==> config.mk <==
export PLATFORM = sky130hd
export DESIGN_NAME = alu_ctrl_mc
export DESIGN_NICKNAME = d
export VERILOG_FILES = /design/src/rtl/alu_ctrl_pkg.sv /design/src/rtl/alu_iter_core.sv /design/src/rtl/alu_ctrl_mc.sv
export SDC_FILE = /design/constraint.sdc
export NUM_CORES = 1
export LEC_CHECK = 0
export BUFFER_PORTS_ARGS = -buffer_cell sky130_fd_sc_hd__buf_2
export CORE_MARGIN = 2
export CORE_UTILIZATION = 45
export CTS_CLUSTER_DIAMETER = 120
export DETAILED_ROUTE_END_ITERATION = 12
export GPL_ROUTABILITY_DRIVEN = 0
export PLACE_DENSITY = 0.63
export SYNTH_ARGS = -nofsm -noshare
export SYNTH_HDL_FRONTEND = slang
export SYNTH_SLANG_ARGS = --single-unit
==> constraint.sdc <==
create_clock -name clk_i -period 3.56 [get_ports clk_i]
set_clock_uncertainty 0.05 [all_clocks]
set_input_delay 0.712 -clock clk_i [delete_from_list [all_inputs] [get_ports clk_i]]
set_output_delay 0.712 -clock clk_i [all_outputs]
set_load 0.02 [all_outputs]
==> src/rtl/alu_ctrl_pkg.sv <==
// Shared codes for the ALU control unit: ALUOp classes, R-type funct values,
// ALU control codes and the iterative-unit FSM encoding.
package alu_ctrl_pkg;

  localparam logic [2:0] ALUOP_BR    = 3'b001;
  localparam logic [2:0] ALUOP_RTYPE = 3'b010;
  localparam logic [2:0] ALUOP_ADDI  = 3'b100;
  localparam logic [2:0] ALUOP_SLTI  = 3'b101;
  localparam logic [2:0] ALUOP_ADDIU = 3'b110;
  localparam logic [2:0] ALUOP_ORI   = 3'b111;

  localparam logic [5:0] FUNCT_ADD  = 6'b100000;
  localparam logic [5:0] FUNCT_SUB  = 6'b100010;
  localparam logic [5:0] FUNCT_AND  = 6'b100100;
  localparam logic [5:0] FUNCT_OR   = 6'b100101;
  localparam logic [5:0] FUNCT_SLT  = 6'b101010;
  localparam logic [5:0] FUNCT_MULT = 6'b011000;
  localparam logic [5:0] FUNCT_DIV  = 6'b011010;

  localparam logic [3:0] CTRL_AND = 4'b0000;
  localparam logic [3:0] CTRL_OR  = 4'b0001;
  localparam logic [3:0] CTRL_ADD = 4'b0010;
  localparam logic [3:0] CTRL_MUL = 4'b0011;
  localparam logic [3:0] CTRL_DIV = 4'b0100;
  localparam logic [3:0] CTRL_SUB = 4'b0110;
  localparam logic [3:0] CTRL_SLT = 4'b0111;
  localparam logic [3:0] CTRL_NOP = 4'b1111;

  typedef enum logic [1:0] {
    ST_IDLE = 2'd0,
    ST_MUL  = 2'd1,
`ifdef ALU_CTRL_DIV_EN
    ST_DIV  = 2'd2,
`endif
    ST_DONE = 2'd3
  } state_e;

endpackage

==> src/rtl/alu_iter_core.sv <==
// Iterative datapath: shift-add multiplier and (with ALU_CTRL_DIV_EN) restoring
// divider sharing one accumulator / shift register pair and step counter.
module alu_iter_core #(
  parameter int WIDTH = 32
) (
  input  logic             clk_i,
  input  logic             rst_i,
  input  logic             load_i,
  input  logic             step_i,
`ifdef ALU_CTRL_DIV_EN
  input  logic             div_i,
`endif
  input  logic [WIDTH-1:0] src1_i,
  input  logic [WIDTH-1:0] src2_i,
  output logic             last_o,
  output logic [WIDTH-1:0] result_o,
  output logic [WIDTH-1:0] result_hi_o
);
  localparam int CW = $clog2(WIDTH + 1);

  logic [CW-1:0]    cnt_q;
  logic [WIDTH-1:0] acc_q, mq_q, opnd_q, res_lo_q, res_hi_q;
  logic [WIDTH-1:0] acc_d, mq_d;
  logic [WIDTH:0]   sum;
`ifdef ALU_CTRL_DIV_EN
  logic [WIDTH:0]   shifted, diff;
`endif

  // acc holds the high product / partial remainder, mq the low product / quotient.
  always_comb begin
    sum   = {1'b0, acc_q} + (mq_q[0] ? {1'b0, opnd_q} : '0);
    acc_d = sum[WIDTH:1];
    mq_d  = {sum[0], mq_q[WIDTH-1:1]};
`ifdef ALU_CTRL_DIV_EN
    shifted = {acc_q, mq_q[WIDTH-1]};
    diff    = shifted - {1'b0, opnd_q};
    if (div_i) begin
      if (!diff[WIDTH]) begin
        acc_d = diff[WIDTH-1:0];
        mq_d  = {mq_q[WIDTH-2:0], 1'b1};
      end else begin
        acc_d = shifted[WIDTH-1:0];
        mq_d  = {mq_q[WIDTH-2:0], 1'b0};
      end
    end
`endif
  end

  always_ff @(posedge clk_i or negedge rst_i) begin
    if (!rst_i) begin
      cnt_q    <= '0;
      acc_q    <= '0;
      mq_q     <= '0;
      opnd_q   <= '0;
      res_lo_q <= '0;
      res_hi_q <= '0;
    end else if (load_i) begin
      cnt_q  <= CW'(WIDTH);
      acc_q  <= '0;
      mq_q   <= src2_i;
      opnd_q <= src1_i;
`ifdef ALU_CTRL_DIV_EN
      if (div_i) begin
        mq_q   <= src1_i;
        opnd_q <= src2_i;
      end
`endif
    end else if (step_i) begin
      cnt_q <= cnt_q - CW'(1);
      acc_q <= acc_d;
      mq_q  <= mq_d;
      if (last_o) begin
        res_lo_q <= mq_d;
        res_hi_q <= acc_d;
      end
    end
  end

  assign last_o      = (cnt_q == CW'(1));
  assign result_o    = res_lo_q;
  assign result_hi_o = res_hi_q;

endmodule

==> src/rtl/alu_ctrl_mc.sv <==
// ALU control decode plus multi-cycle MUL sequencer; the DIV path is built only
// when ALU_CTRL_DIV_EN is defined.
module alu_ctrl_mc
  import alu_ctrl_pkg::*;
#(
  parameter int WIDTH = 32
) (
  input  logic             clk_i,
  input  logic             rst_i,
  input  logic [5:0]       funct_i,
  input  logic [2:0]       ALUOp_i,
  input  logic             start_i,
  input  logic [WIDTH-1:0] src1_i,
  input  logic [WIDTH-1:0] src2_i,
  output logic [3:0]       ALUCtrl_o,
  output logic             stall_o,
  output logic             busy_o,
  output logic             done_o,
  output logic [WIDTH-1:0] result_o,
  output logic [WIDTH-1:0] result_hi_o,
  output logic [1:0]       state_o
);
  state_e state_q, state_d;
  logic   is_mul, is_div, iter_op, load, step, last;

  always_comb begin
    ALUCtrl_o = CTRL_NOP;
    case (ALUOp_i)
      ALUOP_BR:    ALUCtrl_o = CTRL_SUB;
      ALUOP_ADDI:  ALUCtrl_o = CTRL_ADD;
      ALUOP_SLTI:  ALUCtrl_o = CTRL_SLT;
      ALUOP_ADDIU: ALUCtrl_o = CTRL_ADD;
      ALUOP_ORI:   ALUCtrl_o = CTRL_OR;
      ALUOP_RTYPE: begin
        case (funct_i)
          FUNCT_ADD:  ALUCtrl_o = CTRL_ADD;
          FUNCT_SUB:  ALUCtrl_o = CTRL_SUB;
          FUNCT_AND:  ALUCtrl_o = CTRL_AND;
          FUNCT_OR:   ALUCtrl_o = CTRL_OR;
          FUNCT_SLT:  ALUCtrl_o = CTRL_SLT;
          FUNCT_MULT: ALUCtrl_o = CTRL_MUL;
`ifdef ALU_CTRL_DIV_EN
          FUNCT_DIV:  ALUCtrl_o = CTRL_DIV;
`endif
          default:    ALUCtrl_o = CTRL_NOP;
        endcase
      end
      default:     ALUCtrl_o = CTRL_NOP;
    endcase
  end

  assign is_mul = (ALUOp_i == ALUOP_RTYPE) && (funct_i == FUNCT_MULT);
`ifdef ALU_CTRL_DIV_EN
  assign is_div = (ALUOp_i == ALUOP_RTYPE) && (funct_i == FUNCT_DIV);
`else
  assign is_div = 1'b0;
`endif
  assign iter_op = is_mul | is_div;

  always_ff @(posedge clk_i or negedge rst_i) begin
    if (!rst_i) state_q <= ST_IDLE;
    else        state_q <= state_d;
  end

  // start_i is only looked at in IDLE, so a start while busy is dropped.
  always_comb begin
    state_d = state_q;
    load    = 1'b0;
    step    = 1'b0;
    case (state_q)
      ST_IDLE: begin
        if (start_i && is_mul) begin
          state_d = ST_MUL;
          load    = 1'b1;
        end
`ifdef ALU_CTRL_DIV_EN
        else if (start_i && is_div) begin
          state_d = ST_DIV;
          load    = 1'b1;
        end
`endif
      end
      ST_MUL: begin
        step = 1'b1;
        if (last) state_d = ST_DONE;
      end
`ifdef ALU_CTRL_DIV_EN
      ST_DIV: begin
        step = 1'b1;
        if (last) state_d = ST_DONE;
      end
`endif
      ST_DONE: state_d = ST_IDLE;
      default: state_d = ST_IDLE;
    endcase
  end

  assign busy_o  = (state_q != ST_IDLE);
  assign done_o  = (state_q == ST_DONE);
  assign stall_o = (rst_i && (state_q == ST_IDLE) && start_i && iter_op)
                 || (state_q == ST_MUL)
`ifdef ALU_CTRL_DIV_EN
                 || (state_q == ST_DIV)
`endif
                 ;
  assign state_o = state_q;

  alu_iter_core #(.WIDTH(WIDTH)) u_core (
    .clk_i       (clk_i),
    .rst_i       (rst_i),
    .load_i      (load),
    .step_i      (step),
`ifdef ALU_CTRL_DIV_EN
    .div_i       ((state_q == ST_IDLE) ? is_div : (state_q == ST_DIV)),
`endif
    .src1_i      (src1_i),
    .src2_i      (src2_i),
    .last_o      (last),
    .result_o    (result_o),
    .result_hi_o (result_hi_o)
  );

endmodule
# After elaboration in Yosys (flattened, before gate mapping)
# Cells that the tools add are included.
# Widths: inputs -> output; s select.
op_classes:
  addsub: 2
  eq_ne: 17
  mux: 15
  n_bitwise: 1
  n_reduce_logical: 12
op_table:
  columns: ["cell", "count"]
  rows:
  - ["$mux 32", 5]
  - ["$add 32x33->33", 1]
  - ["$eq 6x6->1 const B", 5]
  - ["$pmux 4 s6", 1]
  - ["$pmux 4 s5", 1]
  - ["$eq 3x3->1 const B", 4]
  - ["$mux 6", 2]
  - ["$eq 6x1->1 const B", 1]
  - ["$eq 6x5->1 const B", 1]
  - ["$sub 6x1->6 const B", 1]
  - ["$logic_and 1x1->1", 5]
  - ["$mux 2", 2]
  - ["$ne 2x2->1 const B", 2]
  - ["$pmux 2 s2", 1]
  - ["$reduce_bool 2->1", 2]
  - ["$eq 3x1->1 const B", 1]
  - ["$eq 3x2->1 const B", 1]
  - ["$mux 1", 3]
  - ["$reduce_and 3->1", 1]
  - ["$eq 2x1->1 const B", 1]
  - ["$eq 2x2->1 const B", 1]
  - ["$logic_not 2->1", 1]
  - ["$reduce_and 2->1", 1]
  - ["$reduce_or 2->1", 1]
  - ["2 further kinds", 2]
word_totals:
  ff_bits: 168
  out_inout_bits: 73
  wordCells: 54

# Depth between registers and ports, before layout
depth:
  depth_word: 7
  mapped_depth: 11
  ltp_nobuf: 10

# Modules after synthesis
# A second synthesis with hierarchy kept.
hier_totals:
  hier_cells: 953
  hier_area_um2: 9081.2
by_module_without_submodules:
  columns: ["mod", "instances", "cells_each", "area_per_inst_um2"]
  rows:
  - ["alu_iter_core", 1, 920, 8808.4]
  - ["alu_ctrl_mc", 1, 33, 272.8]

# Worst setup path before layout
# No wires, ideal clock.
synth_path:
  path_kind: "flip-flop to flip-flop"
  startpoint: "register u_core.mq_q[0]"
  endpoint: "register u_core.acc_q[25]"
  setup_time_ns: 0.122
  t_arrival_ns: 2.743
  t_required_ns: 3.388
  path_slack_ns: 0.646
  path_stages_with_launch: 12
  path_buffers: 1
  cell_sequence: "dfrtp_1 clkbuf_1 and2_1 ha_1 fa_1 a21o_1 a31oi_1 or2_2 o221ai_2 o21a_1 or3_1 a32o_1"
synth_between:
  elab_chain_len: 4
synth_lines:
  columns: ["item", "line_no", "text"]
  rows:
  - ["from (decl)", "alu_iter_core.sv:22", "logic [WIDTH-1:0] acc_q, mq_q, opnd_q, res_lo_q, res_hi_q;"]
  - ["from (signal assigned)", "alu_iter_core.sv:60", "mq_q <= src2_i;"]
  - ["from (signal assigned)", "alu_iter_core.sv:71", "mq_q <= mq_d;"]
  - ["$mux 32", "alu_iter_core.sv:31", "sum = {1'b0, acc_q} + (mq_q[0] ? {1'b0, opnd_q} : '0);"]
  - ["$add 32x33->33", "alu_iter_core.sv:31", null]
  - ["$mux 32", "alu_iter_core.sv:68", "end else if (step_i) begin"]
  - ["$mux 32", "alu_iter_core.sv:57", "end else if (load_i) begin"]
  - ["to (signal assigned)", "alu_iter_core.sv:52", "acc_q <= '0;"]
  - ["to (signal assigned)", "alu_iter_core.sv:59", "acc_q <= '0;"]
  - ["to (signal assigned)", "alu_iter_core.sv:70", "acc_q <= acc_d;"]
  - ["to (decl)", "alu_iter_core.sv:22", null]
# Every way passes these cells. The select of a mux whose other input is x is not followed.
# A chain may end at the register's enable or synchronous reset.

# Worst setup path in the final report
# Same ends and word-level chain as after synthesis.

==> flow_metrics.env <==
export IMPL_leakage_nw=5.40
export IMPL_setup_violations=0
export IMPL_fin_setup_tns_ps=0
export IMPL_rsz0062_at_grt="false"
export IMPL_cts_buffers=17
export IMPL_timing_final_crit_period_ps=3210
export IMPL_drcViolationCount=0
export IMPL_overflow=0
export IMPL_powerDensity_nw_per_um2=574
export IMPL_nNetsFinal=1250
export IMPL_hpwlAfterDp_um=15100
export IMPL_grt_pass1_wl_um=36100
export IMPL_die_h_um=143
export IMPL_ff_latch_area_um2=4200
export IMPL_start_util_pct=46.2
export IMPL_grt_max_degree=114
export IMPL_synth_seq_area_share_pct=48.1
export IMPL_combPwrFrac_pct=24.8
export IMPL_clk_latency_ps=430
export IMPL_cts_tree="done"
export IMPL_area_growth_pct=17.5
export IMPL_grt_pass1_vias=6991
export IMPL_max_freq_mhz=312
export IMPL_min_period_over_period_pct=90.1
export IMPL_critPathLaunchType="register"
export IMPL_core_area_um2=18900
export IMPL_hold_violations=0
export IMPL_synth_edf_count=0
export IMPL_worst_path_max_fanout=21
export IMPL_worst_ir_drop_vdd_v=0.000381
export IMPL_worstMarginPinSlew_ps=948
export IMPL_syn_area_per_cell_um2=8.57
export IMPL_required_ps=3820
export IMPL_synth_cells=1020
export IMPL_final_antenna_net_count=0
export IMPL_critPathCaptureType="register"
export IMPL_power_frac_clock_pct=30.7
export IMPL_ctsHoldBuffers=0
export IMPL_path_class="reg -> reg"
export IMPL_slew_violations=0
export IMPL_async_flop_share_pct=100
export IMPL_ctsHtreeMaxLevel=4
export IMPL_cts_clk_slew_worst_paths_ps=70
export IMPL_root_buffer="clkbuf_16"
export IMPL_relSlewSlack_pct=36.8
export IMPL_drt_first_pass_iters=8
export IMPL_portBuffers=148
export IMPL_ys_seq_elements=168
export IMPL_clock_path_buffers=2
export IMPL_via_per_inst=5.30
export IMPL_placed_area_um2=9700
export IMPL_p_sw_w=0.00202
export IMPL_cts_sinks=168
export IMPL_cts_resized=0
export IMPL_rows=50
export IMPL_seqPwrFrac_pct=44.5
export IMPL_boundaryPins=149
export IMPL_yosysWarnings=0
export IMPL_antenna_found_initial=1
export IMPL_status="completed"
export IMPL_die_area_um2=20500
export IMPL_syn_cell_area_um2=8740
export IMPL_fill_cells=1856
export IMPL_p_int_w=0.00387
export IMPL_drt_iter0_drc=464
export IMPL_hp_class="in -> async"
export IMPL_yosysUniqueCellTypes=66
export IMPL_synth_nets=1131
export IMPL_die_w_um=143
export IMPL_dr_total_vias=7484
export IMPL_synth_ff_type="dfrtp_1"
export IMPL_routed_wl_um=22300
export IMPL_p_sw_share_pct=34.3
export IMPL_finalInstanceArea_um2=10300
export IMPL_track_usage_pct=22.3
export IMPL_wl_per_cell_um=15.8
export IMPL_crit_arrival_ps=3470
export IMPL_post_cts_buffers=0
export IMPL_drive_gt1_share_pct=18.4
export IMPL_multi_input_area_um2=4260
export IMPL_max_cap_violations=0
[through the flow]
| step | utilization (%) | setup WS, ps | hold slack, ps | std cells | power, W |
|---|---|---|---|---|---|
| after floorplan | - | 646 | 366 | 1020 | 0.00366 |
| after global placement | 51.3 | 472 | 397 | 1380 | 0.00408 |
| after detailed placement | 51.3 | 359 | 406 | 1380 | 0.00410 |
| after CTS | 54.3 | 356 | 168 | 1412 | 0.00593 |
| after global routing | 54.4 | 75.8 | 176 | 1413 | 0.00627 |
| final | 54.4 | 354 | 155 | 1413 | 0.00589 |
[final timing paths]
path / end / depth (start not counted) / from / slack (ps)
worst max-delay path: u_core.acc_q[25] / 10 / u_core.mq_q[0] / 350
worst min-delay path: u_core.result_hi_o[20] / 1 / rst_i / 160
worst max register to register: u_core.acc_q[25] / 10 / u_core.mq_q[0] / 350
worst min register to register: u_core.opnd_q[18] / 2 / u_core.opnd_q[18] / 420
max in group asynchronous: u_core.acc_q[30] / 2 / rst_i / 2000
min in group clk_i: u_core.opnd_q[18] / 2 / u_core.opnd_q[18] / 420
[worst max-delay path, cell delays in order, from the launching register on]
cell	delay, ps
dfrtp_1	570
buf_4	300
and2_1	160
ha_1	290
a211o_1	280
a31oi_1	250
or2_2	190
o221ai_2	170
o21a_1	230
or3_1	330
a32o_1	270
[state kept, by name (all words and copies together) (netlist names)]
signal and flops:
state_o 2, u_core.acc_q 32, u_core.cnt_q 6, u_core.mq_q 32, u_core.opnd_q 32, u_core.result_hi_o 32, u_core.result_o 32
[synthesized netlist by cell type, types with 3 or more instances]
cell type,number,area (um2)
buf_1,6,22.5
inv_1,13,48.8
mux2_2,3,33.8
buf_2,5,25.0
a21o_1,12,90.1
nor2_1,55,206
ha_1,34,425
nand2b_1,4,25.0
xor2_1,12,105
a2111oi_0,4,35.0
o21a_1,8,60.1
a21oi_1,33,165
a211o_1,4,35.0
a22o_1,7,61.3
and2_1,36,225
a31oi_1,36,225
nand3_1,28,140
nor3_1,12,60.1
dfrtp_1,168,4200
o21ai_0,56,280
o21ai_1,4,20.0
nor2b_1,4,25.0
a211oi_1,3,22.5
nand2_1,335,1260
o31ai_1,12,90.1
clkbuf_1,47,176
o21bai_1,5,37.5
xnor2_1,15,131
nand4_1,8,50.1
o211ai_1,3,22.5
or2_2,3,18.8
[layout make-up]
| cell class | instances | area share, % |
|---|---|---|
| tap | 260 | 3.17 |
| sequential | 168 | 40.9 |
| clock inverter | 15 | 1.39 |
| antenna | 1 | 0.0244 |
| timing repair buffer | 159 | 8.32 |
| inverter | 14 | 0.512 |
| multi-input combinational | 779 | 41.5 |
| clock buffer | 17 | 4.14 |
[layout by cell type, fill, tap and decap left out, drive strengths merged, types with 5 or more instances in the layout]
cell type  instances
xor2              12
buf              159
a21o              12
dfrtp            168
nor3              12
nand3             29
o31ai             12
clkbuf            17
nand4              8
xnor2             15
o21a               9
a31oi             36
o21bai             5
and2              36
a22o               7
ha                34
nor2              55
inv               20
clkinv             5
a2111oi            5
o21ai             62
nand2            336
a21oi             33
[cell families (layout without fill, tap and decap cells)]
| kind of cell | Yosys count | in the layout | share of synthesized area, % |
|---|---|---|---|
| and+or+nand+nor | 501 | 501 | 24.4 |
| AOI/OAI and AO/OA | 212 | 212 | 15.9 |
| DFF | 168 | 168 | 48.1 |
| buffers and inverters | 73 | 205 | 3.22 |
| adders and majority gates | 35 | 35 | 5.10 |
| xor gates and xnor gates | 27 | 27 | 2.71 |
| muxes | 4 | 4 | 0.501 |
| other | 0 | 1 | 0 |
[routing by layer]
layer / up-vias / track usage (%) / part of all wire [%]
li1: 3716 / - / -
met1: 3552 / 33.6 / 49
met2: 192 / 33.2 / 44
met3: 24 / 3.57 / 5.1
met4: 0 / 6.50 / 1.7
met5: - / 0 / 0
[power groups by stage]
stage | Combinational, W | Sequential (W) | Clock [W]
floorplan | 0.00111 | 0.00255 | 0
global placement | 0.00143 | 0.00265 | 0
detailed placement | 0.00146 | 0.00264 | 0
CTS | 0.00147 | 0.00262 | 0.00184
global route | 0.00167 | 0.00267 | 0.00192
finish | 0.00146 | 0.00262 | 0.00181
Power figures use the tool's default switching activity.
